### config.mk
export PLATFORM = sky130hd
export DESIGN_NAME = apb_regbank_slave
export DESIGN_NICKNAME = d
export VERILOG_FILES = /design/src/rtl/apb_regbank_slave.sv
export SDC_FILE = /design/constraint.sdc
export NUM_CORES = 1
export LEC_CHECK = 0
export BUFFER_PORTS_ARGS = -buffer_cell sky130_fd_sc_hd__clkbuf_2
export CORE_MARGIN = 4
export CORE_UTILIZATION = 57
export DETAILED_ROUTE_END_ITERATION = 8
export PLACE_DENSITY = 0.75
export SYNTH_ARGS = -nofsm -noshare
export SYNTH_HDL_FRONTEND = slang
export SYNTH_SLANG_ARGS = --single-unit
export TNS_END_PERCENT = 50
### constraint.sdc
create_clock -name PCLK -period 4.1 [get_ports PCLK]
set_input_delay 0.82 -clock PCLK [delete_from_list [all_inputs] [get_ports PCLK]]
set_output_delay 0.82 -clock PCLK [all_outputs]
set_load 0.02 [all_outputs]
### src/rtl/apb_regbank_slave.sv
// APB4 register-bank slave: NUM_REGS x DATA_WIDTH registers, programmable wait states, PSLVERR on bad addresses.
// Define APB_SLV_PSTRB_EN to honour PSTRB byte lanes on writes; otherwise every write updates the full word.
module apb_regbank_slave #(
  parameter int                    DATA_WIDTH  = 32,
  parameter int                    ADDR_WIDTH  = 32,
  parameter int                    NUM_REGS    = 16,
  parameter int                    WAIT_STATES = 0,
  parameter logic [DATA_WIDTH-1:0] RESET_VALUE = '0
) (
  input  logic                    PCLK,
  input  logic                    PRESET,
  input  logic                    PSEL,
  input  logic                    PENABLE,
  input  logic                    PWRITE,
  input  logic [ADDR_WIDTH-1:0]   PADDR,
  input  logic [DATA_WIDTH-1:0]   PWDATA,
  input  logic [DATA_WIDTH/8-1:0] PSTRB,
  output logic [DATA_WIDTH-1:0]   PRDATA,
  output logic                    PREADY,
  output logic                    PSLVERR,
  output logic [1:0]              dbg_state
);

  localparam int NBYTES = DATA_WIDTH / 8;
  localparam int LSB    = $clog2(NBYTES);
  localparam int IW     = (NUM_REGS > 1) ? $clog2(NUM_REGS) : 1;
  localparam int CW     = 4;

  localparam logic [1:0] ST_IDLE  = 2'd0;
  localparam logic [1:0] ST_SETUP = 2'd1;
  localparam logic [1:0] ST_WAIT  = 2'd2;
  localparam logic [1:0] ST_DONE  = 2'd3;

  // Handshake: a transfer completes on the rising edge where PSEL, PENABLE and PREADY are all 1;
  // PRDATA and PSLVERR are only meaningful while PREADY is 1 and are driven to 0 otherwise.

  logic [DATA_WIDTH-1:0] regs [NUM_REGS];

  logic [1:0]            state;
  logic [1:0]            next_state;
  logic [CW-1:0]         cnt;
  logic [IW-1:0]         idx_q;
  logic                  err_q;
  logic                  write_q;

  logic [ADDR_WIDTH-1:0] word_addr;
  logic                  addr_err;
  logic [IW-1:0]         addr_idx;

  logic                  setup_phase;
  logic                  access_phase;
  logic                  start;
  logic                  violation;
  logic                  commit;
  logic [IW-1:0]         rd_idx;
  logic                  rd_err;
  logic                  rd_write;

  // Any nonzero low bit or any word index past the bank (upper bits included) is an error.
  always_comb begin
    word_addr = PADDR >> LSB;
    addr_err  = ((PADDR & ADDR_WIDTH'(NBYTES - 1)) != '0) ||
                (word_addr >= ADDR_WIDTH'(NUM_REGS));
    addr_idx  = word_addr[IW-1:0];
  end

  assign setup_phase  = PSEL && !PENABLE;
  assign access_phase = PSEL && PENABLE;

  // Outputs are registered, so the IDLE/DONE state that observes the bus setup phase decides
  // the next state; with no wait states the SETUP step is folded straight into DONE.
  always_comb begin
    next_state = state;
    start      = 1'b0;
    violation  = 1'b0;
    case (state)
      ST_IDLE: begin
        if (setup_phase)       start     = 1'b1;
        else if (access_phase) violation = 1'b1;
      end
      ST_SETUP, ST_WAIT: begin
        if (!access_phase)         next_state = ST_IDLE;
        else if (cnt == CW'(1))    next_state = ST_DONE;
        else                       next_state = ST_WAIT;
      end
      ST_DONE: begin
        if (setup_phase) start      = 1'b1;
        else             next_state = ST_IDLE;
      end
      default: next_state = ST_IDLE;
    endcase
    if (start)     next_state = (WAIT_STATES == 0) ? ST_DONE : ST_SETUP;
    if (violation) next_state = ST_DONE;
  end

  // Transfer attributes carried into the next cycle; a new setup or a violation replaces them.
  always_comb begin
    rd_idx   = idx_q;
    rd_err   = err_q;
    rd_write = write_q;
    if (start) begin
      rd_idx   = addr_idx;
      rd_err   = addr_err;
      rd_write = PWRITE;
    end else if (violation) begin
      rd_err   = 1'b1;
      rd_write = PWRITE;
    end
  end

  assign commit = (state == ST_DONE) && PREADY && access_phase && PWRITE && !err_q;

  always_ff @(posedge PCLK) begin
    if (PRESET) begin
      state   <= ST_IDLE;
      cnt     <= '0;
      idx_q   <= '0;
      err_q   <= 1'b0;
      write_q <= 1'b0;
      PREADY  <= 1'b0;
      PSLVERR <= 1'b0;
      PRDATA  <= '0;
    end else begin
      state   <= next_state;
      idx_q   <= rd_idx;
      err_q   <= rd_err;
      write_q <= rd_write;
      if (start)
        cnt <= CW'(WAIT_STATES);
      else if (next_state == ST_WAIT || next_state == ST_DONE)
        cnt <= (cnt != '0) ? cnt - CW'(1) : '0;
      else
        cnt <= '0;
      PREADY  <= (next_state == ST_DONE);
      PSLVERR <= (next_state == ST_DONE) && rd_err;
      PRDATA  <= ((next_state == ST_DONE) && !rd_err && !rd_write) ? regs[rd_idx] : '0;
    end
  end

  always_ff @(posedge PCLK) begin
    if (PRESET) begin
      for (int i = 0; i < NUM_REGS; i++) regs[i] <= RESET_VALUE;
    end else if (commit) begin
`ifdef APB_SLV_PSTRB_EN
      for (int b = 0; b < NBYTES; b++)
        if (PSTRB[b]) regs[idx_q][8*b +: 8] <= PWDATA[8*b +: 8];
`else
      regs[idx_q] <= PWDATA;
`endif
    end
  end

`ifndef APB_SLV_PSTRB_EN
  // The strobe port stays on the interface but carries no meaning in this build.
  logic unused_pstrb;
  assign unused_pstrb = ^PSTRB;
`endif

  assign dbg_state = state;

endmodule
* After elaboration in Yosys (flattened, before gate mapping)
Memory sizes are Yosys's and may differ from the RTL's. A register that Yosys moved wholly into a read port is not among the register bits. Index checks and enable logic that the tools add are counted. W data, S select, Z words.
Storage, ports and cells: memory bits (writable) 512, memories kept 1, output and inout bits 36, input bits 73, register bits 14
Cells by class: mux-type cells 24, order comparisons 1, reductions and logical operators 23, add/subtract/negate cells 1, equality and inequality tests 6, bitwise logic cells 3
Memory list:
- regs | words 16, bits a word 32, read ports 1, clocked after memory_dff 1, write ports 16, line 37 | logic [DATA_WIDTH-1:0] regs [NUM_REGS];
Operators with widths (count):
- $mux W32 | 1
- $reduce_bool A32 Y1 | 1
- $reduce_or A32 Y1 | 1
- $ge A30 B5 Y1 const B | 1
- $mux W1 | 16
- $logic_and A1 B1 Y1 | 9
- $eq A2 B2 Y1 const B | 4
- $mux W2 | 4
- $mux W4 | 2
- $reduce_or A2 Y1 | 3
- $eq A4 B1 Y1 const B | 1
- $logic_not A1 Y1 | 4
- $pmux W2 S2 | 1
- $reduce_bool A4 Y1 | 1
- $reduce_or A4 Y1 | 1
- $sub A4 B1 Y4 const B | 1
- $not A1 Y1 | 3
- $eq A2 B1 Y1 const B | 1
- $logic_not A2 Y1 | 1
- $logic_or A1 B1 Y1 | 2

* Logic depth before layout (Yosys ltp)
word-level depth 11, depth in mapped cells 11, depth with buffers taken out 8

* Worst setup path before layout
Ideal clock, no wire load.
kind in2reg, from in PENABLE, to mem regs[0][0] (enable), path buffers 0, setup slack 1.466 ns, stages on the path 6, required time 3.725 ns, arrival time 2.260 ns, cell sequence nand2_1 > nor4_2 > and2b_1 > nand2b_1 > nor3_1 > or2_2
RTL lines:
- start, declared | line 13 | input logic PENABLE,
- end, declared | line 37

* Worst setup path in the final report
from reg state[1], in the netlist dbg_state[1], to reg PRDATA[15] (read register of regs)
Between the ends: word-level cells in the longest chain between the ends 10
Ends and longest elaborated chain:
- start, declared | line 39 | logic [1:0] state;
- start signal, assigned | line 124 | state <= next_state;
- $eq A2 B1 Y1, or another cell as far along | line 76 | case (state)
- $reduce_or A2 Y1 (on tied branches)
- $pmux W2 S2 / $mux W1 (equally long branches)
- $mux W2 | line 92 | if (start) next_state = (WAIT_STATES == 0) ? ST_DONE : ST_SETUP;
- $mux W2 | line 93 | if (violation) next_state = ST_DONE;
- $eq A2 B2 Y1 | line 136 | PRDATA <= ((next_state == ST_DONE) && !rd_err && !rd_write) ? regs[rd_idx] : '0;
- $logic_and A1 B1 Y1 (2 in a row) | line 136
- $not A1 Y1 (no source line)
- $reduce_or A2 Y1 (no source line)
- end, declared | line 18 | output logic [DATA_WIDTH-1:0] PRDATA,
Several ways; a longest one is shown, not always the timed one. A chain may end at the register's enable or synchronous reset.

==> flow_summary.json <==
{
  "slowest_delay_ns": 0.71,
  "chipWidth_um": 217,
  "grt_max_degree": 115,
  "tritoncts": "yes",
  "drc": 0,
  "fin_area_sq_um": 27900,
  "drv_slew": 0,
  "cts.sinks": 558,
  "h-tree-depth": 2,
  "utilization_pct": 64.7,
  "post_drt_via_cell_ratio": 5.86,
  "r2r-start": "dbg_state[1]",
  "whs_ns": 0.468,
  "p_sw_share_pct": 23.4,
  "path_clk_slew_ns": 0.06,
  "critPathRequiredTime_ns": 4.62,
  "grt_pass1_wl_um": 97200,
  "powerDensity_nw_per_um2": 450,
  "synth_seq_cells": 558,
  "synth_ff_type": "edfxtp_1",
  "vias": 16200,
  "synthesis.area_sq_um": 24800,
  "drive_above_1_share_pct": 12.6,
  "gp_congestion": 0.764,
  "io_buffers": 104,
  "p_sw_mw": 2.93,
  "die_height_um": 217,
  "drtIter0Drc": 1799,
  "maxCapViolations": 0,
  "cts_setup_buffers": 0,
  "internal-power_mw": 9.61,
  "fin_setup_tns_ns": 0,
  "period_needed_ns": 3.18,
  "hold_violations": 0,
  "clockBufferDepth": 3,
  "vdd_drop_max_v": 0.000307,
  "seq_power_share_pct": 51.4,
  "cts_inserted_buffers": 56,
  "worst_pin_slew_ns": 0.762,
  "rrSetupSlack_ns": 0.92,
  "crit_start": "dbg_state[1]",
  "r2r_end": "PRDATA[15]",
  "coreArea_sq_um": 43100,
  "worstPathMaxFanout": 35,
  "worstHoldStart": "cnt[0]",
  "skew_ns": 0.0203,
  "criticalPathCategory": "register to register",
  "antenna_left": 0,
  "avgSynthCellArea_sq_um": 11.9,
  "crit_chain": "inv_1 -> ha_1 -> nor3b_4 -> mux2i_1 -> nor2_4 -> buf_4 -> a32oi_1 -> o221ai_1 -> o22ai_1",
  "totalWireLength_um": 64000,
  "p_total_mw": 12.5,
  "ys_async_sr_fraction_pct": 0,
  "hpwl_um": 34200,
  "endpoint_kind": "register",
  "worstHoldPathType": "register to register",
  "first_global_vias": 16500,
  "gr-total-overflow": 0,
  "area_growth_pct": 12.3,
  "synth_nets": 2157,
  "p_leak_nw": 10.8,
  "maxSlewHeadroom_pct": 47.7,
  "placed_area_sq_um": 26100,
  "finalCritPeriodShare_pct": 77.6,
  "drt_pass1_iterations": 5,
  "combPwrFrac_pct": 9.0,
  "clk_latency_ns": 0.62,
  "rsz0062_at_grt": "false",
  "setup_viol": 0,
  "root_buffer": "clkbuf_16",
  "grt_use_total_pct": 27.2,
  "wire_per_inst_um": 23.1,
  "initial_utilization_pct": 57.6,
  "arrival_ns": 3.70,
  "status": "complete, no violations",
  "yosysUniqueCellTypes": 41,
  "rows": 76,
  "r2r_cells": 9,
  "clkPwrFrac_pct": 39.7,
  "num-fill-cells": 3202,
  "grt_antenna_before_repair": 3,
  "finish.net_count": 2210,
  "crit_path_end": "PRDATA[15]",
  "start_kind": "register",
  "synth_edf_count": 512,
  "ys_warn_count": 0,
  "ctsResizeCount": 0,
  "netlist_instances": 2080,
  "fmax_mhz": 314,
  "hold_buffers": 0,
  "slowest_stage": "mux2i_1",
  "dieArea_sq_um": 46900,
  "ios": 109,
  "ys_seq_area_share_pct": 65.7
}
worst min-delay path by stage:
stage | cells past startpoint | to
floorplan | 1 | cnt[0]
global placement | 1 | cnt[0]
detailed placement | 1 | cnt[0]
CTS | 1 | cnt[0]
global route | 1 | cnt[0]
finish | 1 | cnt[0]
cell usage after synthesis (all sizes together) (7+ instances only):
| cell type | number | area share [%] |
|---|---|---|
| a32oi | 64 | 2.3 |
| and2 | 512 | 13 |
| buf | 66 | 1.5 |
| clkbuf | 96 | 1.5 |
| dfxtp | 46 | 3.7 |
| edfxtp | 512 | 62 |
| inv | 7 | 0.11 |
| mux2i | 68 | 2.7 |
| nand2 | 518 | 7.8 |
| nor2 | 29 | 0.46 |
| nor4 | 8 | 0.23 |
| o221ai | 64 | 2.3 |
| o22ai | 33 | 0.83 |
| or2 | 16 | 0.40 |
power by group through the flow:
| stage | registers, mW | clock network, mW | logic (mW) |
|---|---|---|---|
| after floorplan | 6.56 | 0 | 0.695 |
| final | 6.44 | 4.98 | 1.13 |
| after detailed placement | 6.56 | 0 | 1.12 |
| after CTS | 6.44 | 5.03 | 1.12 |
| after global placement | 6.55 | 0 | 1.09 |
| after global routing | 6.45 | 5.27 | 1.22 |
registers in the layout, summed over array words and instances (netlist names):
signal and count:
dbg_state 2, idx_q 4, PREADY 1, PRDATA 32, err_q 1, cnt 4
PSLVERR 1, regs 512, write_q 1
per-layer routing:
metal	track usage (%)	part of all wire [%]	vias to the layer above
met5	0	0	-
met4	9.79	3.1	0
met3	3.60	7.8	134
met1	34.8	38	7983
met2	47.8	51	745
li1	-	-	7348
logic make-up after synthesis:
kind of cell	Yosys count	synth area share, %
AO/OA/AOI/OAI	170	5.60
XOR/XNOR	2	0.0706
adder cells (fa/ha/maj)	4	0.202
buffers and inverters	169	3.09
flip-flops	558	65.7
multiplexers	69	2.79
AND/OR/NAND/NOR	1108	22.6
worst max-delay path: cells and delay by family, from the launching register on:
family | cells | cell delay [ns]
and+or+nand+nor | 2 | 0.45
DFF | 1 | 0.39
adders and majority gates | 1 | 0.37
muxes | 1 | 0.71
buffers and inverters | 2 | 0.41
AOI/OAI and AO/OA | 3 | 0.75
through the flow:
step                      worst slack [ns]  instances
after floorplan                       1.47       2080
after global placement               0.842       2660
after detailed placement             0.758       2660
after CTS                            0.899       2765
after global routing                 0.689       2766
final                                0.919       2766
area by class of cell:
cell class                 instances  area [sq um]  area share (%)
sequential                       558         16300            58.5
multi-input combinational       1353          7830            28.1
clock buffer                      87          1610            5.78
timing repair buffer             157          1190            4.28
tap                              585           732            2.63
clock inverter                    18           171           0.615
inverter                           7          26.3          0.0943
antenna                            1          2.50         0.00898
cells in the final DEF (no fill, tap or decap), drive strengths merged, types with 3 or more instances in the layout:
cell    instances
nand2         518
and2          512
edfxtp        512
clkbuf        191
mux2i          68
a32oi          64
o221ai         64
buf            53
dfxtp          46
o22ai          33
nor2           29
or2            16
clkinv         14
nor4            8
inv             7
nor3            6
nand2b          5
ha              4
nand3           3
nand4           3
bufinv          3
a21oi           3
(Power assumes the default switching activity.)
